## src/rtl/sap_ram.sv

```systemverilog
// sap_ram: parametrised synchronous RAM for the SAP computer models.
//
// A clocked, width/depth-generalised successor of the 74189 RAM. It has a
// CPU read/write port, a front-panel programming port that overrides the
// CPU port, an optional inverted output, and a clear sequencer that
// zero-fills the array after reset or on request.
//
// Ports:
//   i_clk        rising-edge clock
//   i_rst        synchronous active-high reset; restarts the clear sweep
//   i_addr       CPU port address
//   i_din        CPU port write data
//   i_cs_n       CPU port chip select, active low
//   i_we_n       CPU port write enable, active low
//   i_prog_en    programming mode; the CPU port is ignored while high
//   i_prog_addr  programming address
//   i_prog_data  programming write data
//   i_prog_we    programming write strobe, active high
//   i_clr_req    one-cycle pulse that restarts the zero-fill (RUN only)
//   o_dout       registered read data (inverted when INVERT_OUT=1)
//   o_busy       high while the clear sequencer owns the array
module sap_ram #(
    parameter int DATA_W     = 8,
    parameter int ADDR_W     = 4,
    parameter int INVERT_OUT = 0
) (
    input  logic              i_clk,
    input  logic              i_rst,
    input  logic [ADDR_W-1:0] i_addr,
    input  logic [DATA_W-1:0] i_din,
    input  logic              i_cs_n,
    input  logic              i_we_n,
    input  logic              i_prog_en,
    input  logic [ADDR_W-1:0] i_prog_addr,
    input  logic [DATA_W-1:0] i_prog_data,
    input  logic              i_prog_we,
    input  logic              i_clr_req,
    output logic [DATA_W-1:0] o_dout,
    output logic              o_busy
);

    localparam int                DEPTH     = 1 << ADDR_W;
    localparam logic [ADDR_W-1:0] LAST_ADDR = {ADDR_W{1'b1}};
    // The output register holds q already inverted when INVERT_OUT=1, so
    // its reset value is the inverse of q's reset value of zero.
    localparam logic [DATA_W-1:0] DOUT_RST  = (INVERT_OUT != 0) ? {DATA_W{1'b1}}
                                                                : {DATA_W{1'b0}};

    typedef enum logic [0:0] {
        ST_CLEAR = 1'b0,
        ST_RUN   = 1'b1
    } state_t;

    logic [DATA_W-1:0] r_mem [DEPTH];
    state_t            r_state;
    logic [ADDR_W-1:0] r_clr_ptr;
    logic              r_busy;
    logic [DATA_W-1:0] r_dout;

    logic              w_we;
    logic [ADDR_W-1:0] w_waddr;
    logic [DATA_W-1:0] w_wdata;
    logic              w_re;
    logic [ADDR_W-1:0] w_raddr;
    logic [DATA_W-1:0] w_rdata;
    logic [DATA_W-1:0] w_dout_next;

    // Access arbitration: clear sweep, then programming port, then CPU port.
    always_comb begin
        w_we    = 1'b0;
        w_waddr = r_clr_ptr;
        w_wdata = {DATA_W{1'b0}};
        w_re    = 1'b0;
        w_raddr = i_addr;
        if (i_rst) begin
            // Reset edge only restarts the sweep; nothing touches the array.
            w_we = 1'b0;
        end else if (r_state == ST_CLEAR) begin
            w_we    = 1'b1;
            w_waddr = r_clr_ptr;
            w_wdata = {DATA_W{1'b0}};
        end else if (i_prog_en) begin
            if (i_prog_we) begin
                w_we    = 1'b1;
                w_waddr = i_prog_addr;
                w_wdata = i_prog_data;
            end else begin
                w_re    = 1'b1;
                w_raddr = i_prog_addr;
            end
        end else if (!i_cs_n) begin
            if (!i_we_n) begin
                w_we    = 1'b1;
                w_waddr = i_addr;
                w_wdata = i_din;
            end else begin
                w_re    = 1'b1;
                w_raddr = i_addr;
            end
        end else begin
            w_re = 1'b0;
        end
    end

    // Read mux and optional 74189-style output inversion.
    always_comb begin
        w_rdata = r_mem[w_raddr];
        if (INVERT_OUT != 0) begin
            w_dout_next = ~w_rdata;
        end else begin
            w_dout_next = w_rdata;
        end
    end

    // Storage array write port; contents are cleared by the sweep, not reset.
    always_ff @(posedge i_clk) begin
        if (w_we) begin
            r_mem[w_waddr] <= w_wdata;
        end
    end

    // Clear/run sequencer, busy flag and registered read data.
    always_ff @(posedge i_clk) begin
        if (i_rst) begin
            r_state   <= ST_CLEAR;
            r_clr_ptr <= {ADDR_W{1'b0}};
            r_busy    <= 1'b1;
            r_dout    <= DOUT_RST;
        end else begin
            case (r_state)
                ST_CLEAR: begin
                    // clr_req is ignored here: the sweep never restarts mid-way.
                    if (r_clr_ptr == LAST_ADDR) begin
                        r_state   <= ST_RUN;
                        r_busy    <= 1'b0;
                        r_clr_ptr <= {ADDR_W{1'b0}};
                    end else begin
                        r_clr_ptr <= r_clr_ptr + ADDR_W'(1);
                    end
                end
                ST_RUN: begin
                    if (i_clr_req) begin
                        r_state   <= ST_CLEAR;
                        r_busy    <= 1'b1;
                        r_clr_ptr <= {ADDR_W{1'b0}};
                    end
                end
                default: begin
                    r_state   <= ST_CLEAR;
                    r_busy    <= 1'b1;
                    r_clr_ptr <= {ADDR_W{1'b0}};
                end
            endcase
            if (w_re) begin
                r_dout <= w_dout_next;
            end
        end
    end

    assign o_dout = r_dout;
    assign o_busy = r_busy;

endmodule
```

## config.mk

```make
export PLATFORM = sky130hd
export DESIGN_NAME = sap_ram
export DESIGN_NICKNAME = d
export VERILOG_FILES = /design/src/rtl/sap_ram.sv
export SDC_FILE = /design/constraint.sdc
export NUM_CORES = 1
export LEC_CHECK = 0
export CAP_MARGIN = 20
export CORE_UTILIZATION = 54
export DETAILED_ROUTE_END_ITERATION = 10
export PLACE_DENSITY = 0.87
export SLEW_MARGIN = 10
export SYNTH_ARGS = -nofsm -noshare
export SYNTH_HDL_FRONTEND = slang
export SYNTH_SLANG_ARGS = --single-unit
```

## constraint.sdc

```tcl
create_clock -name i_clk -period 2 [get_ports i_clk]
set_input_delay 0.2 -clock i_clk [delete_from_list [all_inputs] [get_ports i_clk]]
set_output_delay 0.2 -clock i_clk [all_outputs]
set_load 0.02 [all_outputs]
```

==> metrics.cfg, run 1 <==
[worst_setup_path]
reg2reg_depth = 7
crit_family = multiplexers
cp_cell_sequence = and4bb_1, mux2i_2, buf_4, buf_12, mux4_2, nor2_2, and4b_1
worstReg2RegStart = r_state$_SDFF_PP0_
rrSetupSlack_ns = -0.12
path_class = flop to flop
r2r-end = o_dout[2]$_SDFFE_PP0P_
worstPathMaxFanout = 6
cp_num_buf_inv = 2
crit_path_end_kind = flop
cp_data_arrival_time_ns = 2.44
crit_path_max_incr_delay_ns = 0.54
worstSetupStartpointType = flop
worst-endpoint-required_ns = 2.31
slowest_stage = mux4_2

[sta]
hold_violations = 0
min_period_ns = 2.124
fin_skew_ns = 0.008524
rsz0062_at_grt = true
max_slew_margin_pct = 44.79
post-route-period-util_pct = 106.2
tightest_slew_ns = 0.8273
finalSetupTns_ns = -2.285
final-max-slew-violation-count = 0
setup_slack_ns = -0.1239
setup_viol = 77
max_freq_ghz = 0.4708

[floorplan]
io_pins = 40
coreArea_um2 = 12570
die_w_um = 115.3
die_area_um2 = 13290
rows = 41
die_y_um = 115.3
initial_core_util_pct = 55.15

[layout]
final_cells = 809
fillers = 720
layout.area.seq_um2 = 4125
nNetsFinal = 657
area_growth_pct = 31.53
drive_gt1_share_pct = 33.91
multiInputGateArea_um2 = 2811
n_antenna_cell = 0

[global_routing]
overflow = 0
grt_first_pass_wirelength_um = 29700
grt_pass1_vias = 5225
grt_antenna_before_repair = 0
grt_max_degree = 23
track_usage_pct = 31.88

[routing]
top_layer = met4
first_pass_iters = 5
route.detailed.drc = 0
vias = 5468
avgViaCountPerCell = 6.759
drtIter0Drc = 668
dr_wl_met2_um = 10570
wl_per_cell_um = 25.96
ant_nets = 0
route.met3.wl_um = 2127
wl_met1_um = 7419
wl_um = 21000

[synth]
synth_most_common_cell = edfxtp_1
netlist_instances = 500
netlist-cell-type-count = 53
ys_top_cells_by_area = edfxtp_1 55%, mux4_2 13%, mux2i_1 4.6%
yosys_register_bits = 142
synth_edf_count = 128
syn_nets = 532
synth_ff_type = edfxtp_1
yosys_warnings = 0
async_flop_share_pct = 0
synthTopCellsByCount = 128 x edfxtp_1, 55 x nand2_1, 41 x nor2_1
synth_top_area_share_pct = 55.45
synthesis.area_um2 = 6932
syn_area_per_cell_um2 = 13.86
yosysSeqAreaShare_pct = 59.49
yosysTopAreaCell = edfxtp_1

[power_and_ir_drop]
power_switching_w = 0.001506
total_power_w = 0.006946
cellPowerDensity_nw_per_um2 = 761.8
vdd_drop_max_uv = 584.7
p_int_w = 0.005439
swShare_pct = 21.69
clock_power_share_pct = 45.2
p_comb_share_pct = 8.1
p_leak_nw = 3.113
pwr-share-seq_pct = 46.7

[clock_network]
root_buffer = clkbuf_16
cts_tree = yes
clkTransAtPathRegs_ns = 0.06
clock_latency_ns = 0.43
cts_max_path_buffers = 2
clock-sinks = 142
h-tree-depth = 4
cts_hold_buf = 0
cts_buffers = 17

[hold_path]
hold_path_class = input pin to flop
hold-path-endpoint = r_clr_ptr[1]$_SDFFE_PP0P_
hp-start = i_rst
min_path_cells = 3

[place]
numPortBuffers = 39
dp_cells = 765
dp_hpwl_um = 13180
gp_congestion = 0.9046

[run]
max-cap-violations = 0

[outcome]
outcome = finished with violations
violations = negative setup slack

-- final cells by class --
class | instances | share of cell area, %
clock inverters | 12 | 1.606
well taps | 172 | 2.360
repair buffers | 140 | 14.92
multi-input cells | 317 | 30.84
inverters | 7 | 0.2882
flip-flops and latches | 142 | 45.25
clock buffers | 19 | 4.748
-- placed cells by master (no fill, tap or decap), types with 5 or more instances in the layout --
master | Yosys | routed
edfxtp_1 | 128 | 128
buf_4 | 0 | 78
nand2_1 | 55 | 47
mux4_2 | 39 | 39
clkdlybuf4s50_1 | 0 | 34
mux2i_1 | 32 | 30
nor2_1 | 41 | 20
clkbuf_16 | 0 | 17
nor2_2 | 0 | 16
buf_12 | 0 | 15
dfxtp_1 | 14 | 13
o22ai_1 | 15 | 12
a21oi_1 | 14 | 10
a22oi_1 | 9 | 9
o21ai_0 | 14 | 9
nand2_2 | 0 | 8
nand3_1 | 7 | 7
o21bai_1 | 7 | 7
a211oi_1 | 8 | 7
nor2b_1 | 6 | 6
a31oi_1 | 6 | 6
buf_6 | 3 | 6
nor2_4 | 0 | 5
o21ai_1 | 0 | 5
-- worst max path at each step --
stage	depth (start not counted)	startpoint	endpoint	slack [ns]
floorplan	6	i_prog_en	r_mem[12][0]$_DFFE_PP_	-0.12
global placement	6	i_prog_en	r_mem[3][5]$_DFFE_PP_	-0.52
detailed placement	6	i_prog_en	r_mem[4][7]$_DFFE_PP_	-0.68
CTS	7	r_state$_SDFF_PP0_	o_dout[2]$_SDFFE_PP0P_	-0.02
global route	7	r_state$_SDFF_PP0_	o_dout[2]$_SDFFE_PP0P_	-0.17
finish	7	r_state$_SDFF_PP0_	o_dout[2]$_SDFFE_PP0P_	-0.12
-- timing repair --
action / in CTS / in global routing
hold endpoints to repair: 0 / 0
pin swaps: 5 / 8
gates resized for setup: 23 / 37
cloned: 0 / 1
buffers inserted: 2 / 12
setup endpoints to repair: 231 / 152
-- stage by stage --
stage / utilization (%) / area, um^2 / setup WS (ns) / hold slack [ns]
2_1_floorplan: - / 6968 / -0.1208 / 0.3446
3_3_place_gp: 65.66 / 8253 / -0.5242 / 0.4691
3_5_place_dp: 65.66 / 8253 / -0.6816 / 0.4736
4_1_cts: 70.87 / 8907 / -0.02145 / 0.3230
5_1_grt: 72.54 / 9117 / -0.1653 / 0.3683
6_report: 72.54 / 9117 / -0.1239 / 0.3958
-- power groups by stage --
stage                     logic, W  registers [W]  clock network, W
final                     0.000564        0.00324           0.00314
after CTS                 0.000513        0.00324           0.00314
after global placement    0.000481        0.00330                 0
after global routing      0.000587        0.00324           0.00328
after floorplan           0.000270        0.00329                 0
after detailed placement  0.000496        0.00330                 0
-- worst min-delay path, cell delays in order --
cell,delay (ns)
dlygate4sd2_1,0.31
buf_4,0.21
a21oi_1,0.05
-- metal layers --
layer,global-route usage [%],vias to the layer above
met2,51.53,457
met1,39.23,2668
met5,0,-
met4,19.31,0
met3,7.591,93
li1,-,2250
-- cells by family after synthesis --
group                    count (synthesis)  synth area share [%]
AO/OA/AOI/OAI                          103                 10.29
XOR/XNOR                                 1                0.1264
flip-flops                             142                 59.49
adder cells (fa/ha/maj)                  1                0.1805
AND/OR/NAND/NOR                        140                 9.675
multiplexers                            72                 17.45
buffers and inverters                   41                 2.780
-- registers in the layout, summed over array words and instances (netlist names) --
name,count
o_dout,8
r_state,1
r_clr_ptr,4
r_mem,128
o_busy,1
Note: power is estimated with default switching activity, not from simulation.
==> inputs of run 2 (changes only) <==
--- a/config.mk
+++ b/config.mk
@@ -9,7 +9,6 @@
 export CORE_UTILIZATION = 54
 export DETAILED_ROUTE_END_ITERATION = 10
 export PLACE_DENSITY = 0.87
-export SLEW_MARGIN = 10
 export SYNTH_ARGS = -nofsm -noshare
 export SYNTH_HDL_FRONTEND = slang
 export SYNTH_SLANG_ARGS = --single-unit
==> results of run 2 <==
No change in the layout: final DEF, timing and power equal those of run 1.
==> inputs of run 3 (changes only) <==
--- a/config.mk
+++ b/config.mk
@@ -6,9 +6,11 @@
 export NUM_CORES = 1
 export LEC_CHECK = 0
 export CAP_MARGIN = 20
-export CORE_UTILIZATION = 54
+export CORE_UTILIZATION = 56
+export CTS_BUF_LIST = sky130_fd_sc_hd__clkbuf_8
 export DETAILED_ROUTE_END_ITERATION = 10
-export PLACE_DENSITY = 0.87
+export GPL_ROUTABILITY_DRIVEN = 0
+export PLACE_DENSITY = 0.9
 export SYNTH_ARGS = -nofsm -noshare
 export SYNTH_HDL_FRONTEND = slang
 export SYNTH_SLANG_ARGS = --single-unit
==> metrics.cfg, run 3 (same netlist as run 1, synthesis figures left out) <==
[outcome]
violations = negative setup slack
outcome = finished with violations

[global_routing]
grt_antenna_before_repair = 0  ; unchanged
track_usage_pct = 31.25  ; -0.63 points
grt_max_degree = 34  ; +48%
grt_pass1_vias = 5175  ; -0.96%
overflow = 0  ; unchanged
grt_first_pass_wirelength_um = 29150  ; -1.9%

[power_and_ir_drop]
cellPowerDensity_nw_per_um2 = 682.7  ; -10%
vdd_drop_max_uv = 653.0  ; +12%
p_leak_nw = 2.916  ; -6.3%

[worst_setup_path]
cp_num_buf_inv = 1  ; -1
crit_family = multiplexers
cp_cell_sequence = and4bb_2, mux2i_4, buf_6, mux4_2, nor2_1, and4b_1
path_class = flop to flop
worst-endpoint-required_ns = 2.35  ; +0.04 ns
slowest_stage = mux4_2
worstPathMaxFanout = 8  ; +2
worstSetupStartpointType = flop
cp_data_arrival_time_ns = 2.44  ; about the same
crit_path_end_kind = flop
crit_path_max_incr_delay_ns = 0.51  ; -0.03 ns

[floorplan]
rows = 40  ; -2.4%
coreArea_um2 = 12060  ; -4.0%
die_y_um = 113.3  ; -1.8%
die_area_um2 = 12830  ; -3.5%
initial_core_util_pct = 57.47  ; +2.3 points
io_pins = 40  ; unchanged
die_w_um = 113.3  ; -1.8%

[routing]
drtIter0Drc = 708  ; +6.0%
first_pass_iters = 5  ; unchanged
vias = 5324  ; -2.6%
wl_met1_um = 6955  ; -6.3%
ant_nets = 0  ; unchanged
top_layer = met4
dr_wl_met2_um = 9672  ; -8.5%
avgViaCountPerCell = 6.748  ; -0.17%
route.detailed.drc = 0  ; unchanged
wl_um = 19610  ; -6.6%
route.met3.wl_um = 1944  ; -8.6%
wl_per_cell_um = 24.85  ; -4.3%

[sta]
fin_skew_ns = 0.01627  ; +0.007743 ns
post-route-period-util_pct = 104.6  ; -1.6 points
hold_violations = 0  ; unchanged
min_period_ns = 2.091  ; -0.03270 ns
setup_viol = 79  ; +2.6%
tightest_slew_ns = 0.8711  ; +0.04383 ns
hold_slack_ns = 0.3854  ; -0.01044 ns
final-max-slew-violation-count = 0  ; unchanged
max_slew_margin_pct = 41.86  ; -2.9 points
setup_slack_ns = -0.09122  ; +0.03270 ns
finalSetupTns_ns = -2.483  ; -0.1981 ns
max_freq_ghz = 0.4782  ; +1.6%
rsz0062_at_grt = true

[clock_network]
root_buffer = clkbuf_8
clock_latency_ns = 0.46  ; +0.03 ns
clock-sinks = 142  ; unchanged
h-tree-depth = 4  ; unchanged
clkTransAtPathRegs_ns = 0.08  ; +0.02 ns
cts_tree = yes
cts_max_path_buffers = 2  ; unchanged
cts_buffers = 17  ; unchanged
cts_hold_buf = 0  ; unchanged

[layout]
n_antenna_cell = 0  ; unchanged
drive_gt1_share_pct = 31.40  ; -2.5 points
layout_common_cells = 128 x edfxtp_1, 69 x buf_4, 48 x nand2_1, 39 x mux4_2, 37 x clkdlybuf4s50_1
largest_reg_flops = 128  ; unchanged
final_common_cell = edfxtp_1
nNetsFinal = 640  ; -2.6%
regMostFlops = r_mem
area_growth_pct = 25.74

[place]
dp_hpwl_um = 13190  ; about the same
numPortBuffers = 39  ; unchanged

[run]
max-cap-violations = 0  ; unchanged

[hold_path]
hold_path_class = input pin to flop

==> run 3: area by class of cell <==
| cell class | instances | area [um^2] |
|---|---|---|
| Clock inverter | 15 | 138.9 |
| Inverter | 7 | 26.28 |
| Clock buffer | 17 | 234.0 |
| Multi-Input combinational cell | 317 | 2819 |
| Sequential cell | 142 | 4125 |
| Tap cell | 168 | 210.2 |
| Fill cell | 709 | 3346 |
| Timing Repair Buffer | 123 | 1162 |
==> run 3: final timing paths <==
| check | start | end | slack, ns | cells past startpoint |
|---|---|---|---|---|
| hold / removal | i_clr_req | o_busy$_SDFFE_PP1P_ | 0.39 | 2 |
| setup reg to reg | r_state$_SDFF_PP0_ | o_dout[1]$_SDFFE_PP0P_ | -0.09 | 6 |
| setup / recovery | r_state$_SDFF_PP0_ | o_dout[1]$_SDFFE_PP0P_ | -0.09 | 6 |
| hold reg to reg | o_busy$_SDFFE_PP1P_ | o_busy$_SDFFE_PP1P_ | 0.50 | 1 |
==> run 3: report_power, final <==
| group | switching (W) | internal (W) |
|---|---|---|
| Clock | 0.00119 | 0.000999 |
| Combinational | 0.000267 | 0.000256 |
| Sequential | 0.0000205 | 0.00322 |
==> run 3: worst reg2reg max path: stages (launching register included) <==
cell and delay (ns):
dfxtp_2 0.34, and4bb_2 0.31, mux2i_4 0.33, buf_6 0.20, mux4_2 0.52, nor2_1 0.11
and4b_1 0.19
==> run 3: what timing repair did <==
item | in CTS | in global routing
gates resized for setup | 24 | 22
endpoints found under the hold margin | 0 | 0
setup buffers | 2 | 0
pin swaps | 1 | 1
setup endpoints to repair | 192 | 168
gates cloned | 0 | 0
==> run 3: layer usage <==
layer  vias to the layer above  GRT usage, %
li1                       2213             -
met1                      2601         40.01
met2                       402         51.74
met3                       108         6.213
met4                         0         14.74
met5                         -             0
==> run 3: per-stage QoR <==
| stage | power (W) | cells | cell area, um^2 | worst slack [ns] | utilization (%) |
|---|---|---|---|---|---|
| 2_1_floorplan | 0.003563 | 500 | 6968 | -0.1208 | - |
| 3_3_place_gp | 0.003753 | 755 | 8140 | -0.5968 | 67.49 |
| 3_5_place_dp | 0.003776 | 755 | 8140 | -0.6485 | 67.49 |
| 4_1_cts | 0.005909 | 789 | 8610 | -0.05911 | 71.38 |
| 5_1_grt | 0.006100 | 789 | 8716 | -0.1775 | 72.26 |
| 6_report | 0.005951 | 789 | 8716 | -0.09122 | 72.26 |
